--- src/rtl/bloco_operativo.sv ---
// Operative block: X/H/S registers, operand muxes, adder and a shift-add multiplier FSM.
// Optional sticky overflow flag `ovf` when BO_OVERFLOW_CHK_EN is defined.
module bloco_operativo #(
    parameter int W  = 8,
    parameter int C0 = 1,
    parameter int C1 = 2,
    parameter int C2 = 3
) (
    input  logic         ck,
    input  logic         rst,
    input  logic [W-1:0] x_in,
    input  logic         lx,
    input  logic [1:0]   m0,
    input  logic [1:0]   m1,
    input  logic [1:0]   m2,
    input  logic         h,
    input  logic         lh,
    input  logic         ls,
    input  logic         done,
    output logic         pronto,
    output logic [W-1:0] s_out,
    output logic         valid
`ifdef BO_OVERFLOW_CHK_EN
    ,
    output logic         ovf
`endif
);

`ifdef BO_OVERFLOW_CHK_EN
    // Keep the full-width product so bits above W can flag overflow.
    localparam int PW = 2 * W;
`else
    localparam int PW = W;
`endif
    localparam int CW = $clog2(W + 1);
    localparam logic [W-1:0] C0_W = W'(C0);
    localparam logic [W-1:0] C1_W = W'(C1);
    localparam logic [W-1:0] C2_W = W'(C2);

    typedef enum logic [1:0] {
        IDLE = 2'b00,
        BUSY = 2'b01,
        DONE = 2'b10
    } mult_state_t;

    mult_state_t     state_q;
    logic [PW-1:0]   a_q;
    logic [W-1:0]    b_q;
    logic [PW-1:0]   prod_q;
    logic [CW-1:0]   cnt_q;
    logic            pronto_q;

    logic [W-1:0]    x_q, x_d;
    logic [W-1:0]    h_q, h_d;
    logic [W-1:0]    s_q, s_d;
    logic            valid_q, valid_d;

    logic [W-1:0]    op_a;
    logic [W-1:0]    op_b;
    logic [W-1:0]    alu_sum;
    logic [W-1:0]    alu_res;
    logic            h_load;

    always_comb begin
        op_a = '0;
        case (m0)
            2'b00:   op_a = '0;
            2'b01:   op_a = x_q;
            2'b10:   op_a = C1_W;
            default: op_a = C2_W;
        endcase
        op_b = '0;
        case (m1)
            2'b00:   op_b = h_q;
            2'b01:   op_b = x_q;
            2'b10:   op_b = C0_W;
            default: op_b = '0;
        endcase
    end

`ifdef BO_OVERFLOW_CHK_EN
    logic add_carry;
    assign {add_carry, alu_sum} = {1'b0, op_a} + {1'b0, op_b};
`else
    assign alu_sum = op_a + op_b;
`endif

    assign alu_res = h ? prod_q[W-1:0] : alu_sum;

    // Loading H from a multiply that has not finished would capture garbage.
    assign h_load = lh && !((m2 == 2'b11) && h && !pronto_q);

    always_comb begin
        x_d = x_q;
        if (lx) x_d = x_in;
        h_d = h_q;
        if (h_load) begin
            case (m2)
                2'b00:   h_d = '0;
                2'b01:   h_d = x_q;
                2'b10:   h_d = C0_W;
                default: h_d = alu_res;
            endcase
        end
        s_d = ls ? h_q : s_q;
        valid_d = done;
    end

    always_ff @(posedge ck) begin
        if (rst) begin
            x_q     <= '0;
            h_q     <= '0;
            s_q     <= '0;
            valid_q <= 1'b0;
        end else begin
            x_q     <= x_d;
            h_q     <= h_d;
            s_q     <= s_d;
            valid_q <= valid_d;
        end
    end

    always_ff @(posedge ck) begin
        if (rst) begin
            state_q  <= IDLE;
            a_q      <= '0;
            b_q      <= '0;
            prod_q   <= '0;
            cnt_q    <= '0;
            pronto_q <= 1'b0;
        end else begin
            case (state_q)
                IDLE: begin
                    pronto_q <= 1'b0;
                    if (h) begin
                        a_q     <= PW'(op_a);
                        b_q     <= op_b;
                        prod_q  <= '0;
                        cnt_q   <= '0;
                        state_q <= BUSY;
                    end
                end
                BUSY: begin
                    if (!h) begin
                        prod_q  <= '0;
                        state_q <= IDLE;
                    end else begin
                        if (b_q[0]) prod_q <= prod_q + a_q;
                        a_q   <= a_q << 1;
                        b_q   <= b_q >> 1;
                        cnt_q <= cnt_q + 1'b1;
                        if (cnt_q == CW'(W - 1)) begin
                            state_q  <= DONE;
                            pronto_q <= 1'b1;
                        end
                    end
                end
                DONE: begin
                    if (!h) begin
                        state_q  <= IDLE;
                        pronto_q <= 1'b0;
                    end
                end
                default: begin
                    state_q  <= IDLE;
                    pronto_q <= 1'b0;
                end
            endcase
        end
    end

`ifdef BO_OVERFLOW_CHK_EN
    logic ovf_q, ovf_d;
    logic alu_wide;

    assign alu_wide = h ? (|prod_q[PW-1:W]) : add_carry;

    always_comb begin
        ovf_d = ovf_q;
        if (h_load && (m2 == 2'b11) && alu_wide) ovf_d = 1'b1;
        if (lx) ovf_d = 1'b0;
    end

    always_ff @(posedge ck) begin
        if (rst) ovf_q <= 1'b0;
        else     ovf_q <= ovf_d;
    end

    assign ovf = ovf_q;
`endif

    assign pronto = pronto_q;
    assign s_out  = s_q;
    assign valid  = valid_q;

endmodule

--- config.mk ---
export PLATFORM = sky130hd
export DESIGN_NAME = bloco_operativo
export DESIGN_NICKNAME = d
export VERILOG_FILES = /design/src/rtl/bloco_operativo.sv
export SDC_FILE = /design/constraint.sdc
export NUM_CORES = 1
export LEC_CHECK = 0
export ABC_AREA = 1
export CAP_MARGIN = 20
export CORE_ASPECT_RATIO = 0.8
export CORE_MARGIN = 1.5
export CORE_UTILIZATION = 63
export CTS_CLUSTER_SIZE = 28
export DETAILED_ROUTE_END_ITERATION = 6
export DONT_BUFFER_PORTS = 1
export HOLD_SLACK_MARGIN = 0.12
export PLACE_DENSITY_LB_ADDON = 0.2
export SYNTH_ARGS = -nofsm -noshare
export SYNTH_HDL_FRONTEND = slang
export SYNTH_SLANG_ARGS = --single-unit
--- constraint.sdc ---
create_clock -name ck -period 2.2 [get_ports ck]
set_input_delay 0.33 -clock ck [delete_from_list [all_inputs] [get_ports ck]]
set_output_delay 0.33 -clock ck [all_outputs]
set_load 0.01 [all_outputs]
After elaboration in Yosys (flattened, before gate mapping)
Index checks and enable logic that the tools add are counted.

operators by class
  eq/ne operators = 16
  reductions and logical operators = 14
  add/sub/neg operators = 3
  muxes and demuxes = 26

operators by type and width
  operator             number
  $pmux 8 s3           3
  $mux 8               8
  $pmux 8 s2           3
  $add 8x8->8          2
  $reduce_and 3->1     4
  $eq 2x2->1 const B   5
  $eq 2x1->1 const B   4
  $logic_not 2->1      4
  $mux 2               4
  $mux 4               2
  $ne 2x2->1 const B   4
  $pmux 4 s2           1
  $ne 3x3->1 const B   2
  $pmux 2 s3           1
  $add 4x1->4 const B  1
  $eq 4x3->1 const B   1
  $logic_and 1x1->1    3
  $mux 1               3
  $logic_not 1->1      2
  $pmux 1 s2           1
  $reduce_bool 2->1    1

storage, ports and cells
  logic and storage cells = 69
  register bits after elaboration = 56
  bits of input ports = 21

Depth between registers and ports, before layout
  depth after elaboration = 5
  depth in mapped cells = 14

Least setup slack after synthesis
No wires, ideal clock.

  kind = input -> register
  start = input m1[1]
  end = register h_q[4]
  setup slack = 0.364 ns
  library setup time = 0.070 ns
  arrival = 1.766 ns
  buffers on the path = 0
  stages = 11
  cells stage by stage = nor2_2 inv_1 o22ai_1 inv_1 fa_1 inv_1 nand3_1 nand3_1 xor2_1 o21ai_0 a21oi_1

on the way
  word-level cells in the longest chain between the ends = 5
  elaborated cells between the ends (all ways) = 7
  classes of those cells = add/sub: 1; eq/ne: 2; mux: 3; reduce/logical: 1

RTL lines
  what                                line  source
  start, declared                     14    input logic [1:0] m1,
  $eq 2x2->1 (tied with other cells)  73    case (m1)
  $pmux 8 s3 (*)                      73
  $add 8x8->8 (*)                     85    assign alu_sum = op_a + op_b;
  $mux 8 (*)                          88    assign alu_res = h ? prod_q[W-1:0] : alu_sum;
  $pmux 8 s3 (*)                      98    case (m2)
  end signal, assigned                112   h_q <= '0;
  end signal, assigned                117   h_q <= h_d;
  end, declared                       54    logic [W-1:0] h_q, h_d;

Every way passes the cells marked *; elsewhere a longest branch is shown, timed or not.
A chain may end at the register's enable or synchronous reset.

Final worst setup path
  start = register x_q[1]
  end = register h_q[6]

on the way
  word-level cells in the longest chain between the ends = 4
  elaborated cells between the ends (all ways) = 5
  classes of those cells = add/sub: 1; mux: 4

RTL lines
  what                                  line    source
  start, declared                       53      logic [W-1:0] x_q, x_d;
  start signal, assigned                111     x_q <= '0;
  start signal, assigned                116     x_q <= x_d;
  $pmux 8 s3, on equally long branches  66, 73
  $add 8x8->8 (*)                       85
  $mux 8 (*)                            88
  $pmux 8 s3 (*)                        98

Marks and branches as above.

==> flow_summary.yaml <==
status:
  status: "completed"
clock_tree:
  cts.path.max_buffers: 2
  postCtsSetupBuffers: 0
  cts_tree: "yes"
  clockRootBuffer: "clkbuf_8"
  cts_buffers: 5
  clkSlewWorstSetupHoldPaths_ps: 100
  insertion_delay_ps: 320
  cts_resized: 0
  cts_hold_buf: 3
  cts.sinks: 56
  cts_htree_levels: 2
final_layout:
  diodes: 0
  syn_to_final_growth_pct: 5.352
  fillers: 416
  final_cell_count_no_fill: 526
  drive_above_1_share: 0.05365
  fin_area_um2: 3301
  final-seq-area_um2: 1121
  final_nets: 503
  multiInputGateArea_um2: 1720
timing:
  final_max_slew_viol_count: 0
  worstMarginPinSlew_ps: 674.7
  max_freq_mhz: 496.8
  slew_headroom: 0.5487
  period_needed_ps: 2013
  rsz0062_at_grt: "no"
  postLayoutSetupSlackWorst_ps: 187.2
  setup_viol: 0
  finalHoldViolCount: 0
  final.period_utilization: 0.9149
  skew_ps: 6.798
  fin_setup_tns_ps: 0
yosys:
  syn_area_per_cell_um2: 6.738
  syn_area_um2: 3133
  yosys_warnings: 0
  netlist_instances: 465
  yosysSeqAreaShare: 0.3578
  synth_fp_nets: 503
  synth-seq-cells: 56
  synth_cell_types: 30
global_routing:
  use_met2: 0.4539
  grt_antenna_before_repair: 0
  met1_usage: 0.4580
  grt_start_max_net_pins: 33
  busiest_layer: "met1"
  grt_remaining_overflow: 0
  grt_usage: 0.3030
  grt_pass1_wl_um: 12540
  grt_pass1_vias: 2697
  met3_usage: 0.04552
worst_setup_path:
  required_ps: 2450
  regToRegSetupSlack_ps: 190
  start_kind: "flop"
  cp.arrival_ps: 2270
  reg2reg_depth: 11
  crit_type: "flop to flop"
  rr_endpoint: "h_q[6]"
  startpoint: "x_q[1]"
  cp_max_fo: 3
  critPathCapture: "h_q[6]"
  setup.worst_path.end_class: "flop"
  r2r_start: "x_q[1]"
min_path:
  hold_start: "x_in[7]"
  min_path_type: "primary input to flop"
power_and_ir_drop:
  p_per_area_nw_per_um2: 603.4
  internal_power_mw: 1.417
  total_power_mw: 1.991
  ir_worst_vdd_mv: 0.4831
  power.switching_uw: 575.0
  pwr-share-comb: 0.138
  seqPwrFrac: 0.555
  pwr-share-clk: 0.307
  p_leak_nw: 1.489
  swShare: 0.2887
place:
  placed_cell_area_um2: 3174
  place_congestion: 0.9563
  dp_hpwl_um: 5674
  placed_cells: 515
  port_buffers: 0
  pre_cts_ws_ps: 58.09
routing:
  vias: 3043
  ant_nets: 0
  vias_per_cell: 5.785
  drtIter0Drc: 296
  drc: 0
  finalWirelength_um: 7476
  wire_per_inst_um: 14.21
  dr.pass1.iters: 4
run:
  cap_viol_max_count: 0
floorplan:
  dieArea_um2: 5408
  core_um2: 4679
  start_util: 0.6695
  io_pins: 31
  fp-row-count: 22
  die_h_um: 66.08
  die_w_um: 81.85
-- worst min path at each step --
stage / endpoint / cells after the start
final: x_q[7] / 2
after detailed placement: prod_q[3] / 1
after global routing: x_q[7] / 2
after global placement: prod_q[1] / 1
after floorplan: valid / 2
after CTS: x_q[7] / 2
-- synthesized netlist by cell type --
| cell | number | area [um^2] |
|---|---|---|
| xor2_1 | 2 | 17.52 |
| buf_1 | 1 | 3.750 |
| nand3_1 | 27 | 135.1 |
| o21a_1 | 2 | 15.01 |
| o31ai_4 | 1 | 21.27 |
| nor2_4 | 2 | 22.52 |
| xnor2_1 | 3 | 26.28 |
| a211oi_1 | 1 | 7.510 |
| inv_1 | 57 | 214.0 |
| ha_1 | 15 | 187.7 |
| o21bai_1 | 1 | 7.510 |
| or2_2 | 4 | 25.02 |
| nor2_2 | 3 | 18.77 |
| nand4_1 | 6 | 37.54 |
| inv_4 | 1 | 6.260 |
| o22ai_1 | 2 | 12.51 |
| o21ai_1 | 8 | 40.04 |
| nor2_1 | 47 | 176.4 |
| inv_2 | 3 | 11.26 |
| buf_4 | 1 | 7.510 |
| fa_1 | 2 | 40.04 |
| a221oi_1 | 1 | 8.760 |
| nand2_1 | 99 | 371.6 |
| dfxtp_1 | 56 | 1121 |
| a31oi_1 | 7 | 43.79 |
| buf_2 | 3 | 15.01 |
| clkbuf_1 | 8 | 30.03 |
| o21ai_0 | 48 | 240.2 |
| a21oi_1 | 53 | 265.3 |
| clkinv_1 | 1 | 3.750 |
-- cells by family (layout without fill, tap and decap cells) --
group	count (synthesis)	count (layout)	synth area share
simple gates	188	188	0.2512
compound gates	124	124	0.2113
buf+inv	75	76	0.09305
flops	56	56	0.3578
fa+ha+maj	17	17	0.07268
xor+xnor	5	5	0.01398
-- cells in the final DEF, fill, tap and decap left out, drive strengths merged, types with 4 or more instances in the layout --
cell	synthesis	final
nand2	99	99
inv	61	62
dfxtp	56	56
o21ai	56	56
a21oi	53	53
nor2	52	52
nand3	27	27
ha	15	15
a31oi	7	7
nand4	6	6
clkbuf	8	6
or2	4	4
-- critical path: stages, from the launching register on --
cell     delay [ps]
dfxtp_1         370
inv_1            80
o22ai_1         300
inv_1           110
fa_1            460
inv_1           110
nand4_1         140
nand3_1         110
nand2_1          50
nand3_1          60
nand2_1          50
a21oi_1         110
-- layer usage --
layer / wire length, um / vias to the layer above
met5: 0 / -
met4: 79 / 0
met3: 460 / 9
met2: 3192 / 101
met1: 3743 / 1399
li1: - / 1534
-- final cells by class --
type,instances,share of cell area
inverter,62,0.07127
clock inverter,2,0.004170
multi-input combinational,334,0.5212
clock buffer,6,0.02502
sequential,56,0.3397
timing repair buffer,6,0.01592
tap,60,0.02274
-- power by group through the flow --
stage          Combinational (mW)  Sequential (mW)  Clock [mW]
2_1_floorplan               0.212             1.12           0
3_3_place_gp                0.253             1.13           0
3_5_place_dp                0.259             1.13           0
4_1_cts                     0.270             1.10       0.612
5_1_grt                     0.310             1.11       0.640
6_report                    0.274             1.11       0.612
-- through the flow --
stage / hold slack (ps) / utilization
5_1_grt: 157.3 / 0.7053
4_1_cts: 142.7 / 0.7053
2_1_floorplan: 437.0 / -
3_5_place_dp: 403.2 / 0.6783
3_3_place_gp: 401.2 / 0.6783
6_report: 141.5 / 0.7053
-- registers in the layout, indices dropped and copies added, names as in the netlist --
| name | count |
|---|---|
| a_q | 8 |
| b_q | 8 |
| cnt_q | 4 |
| h_q | 8 |
| prod_q | 8 |
| pronto | 1 |
| s_out | 8 |
| state_q | 2 |
| valid | 1 |
| x_q | 8 |
Note: power is estimated with default switching activity, not from simulation.
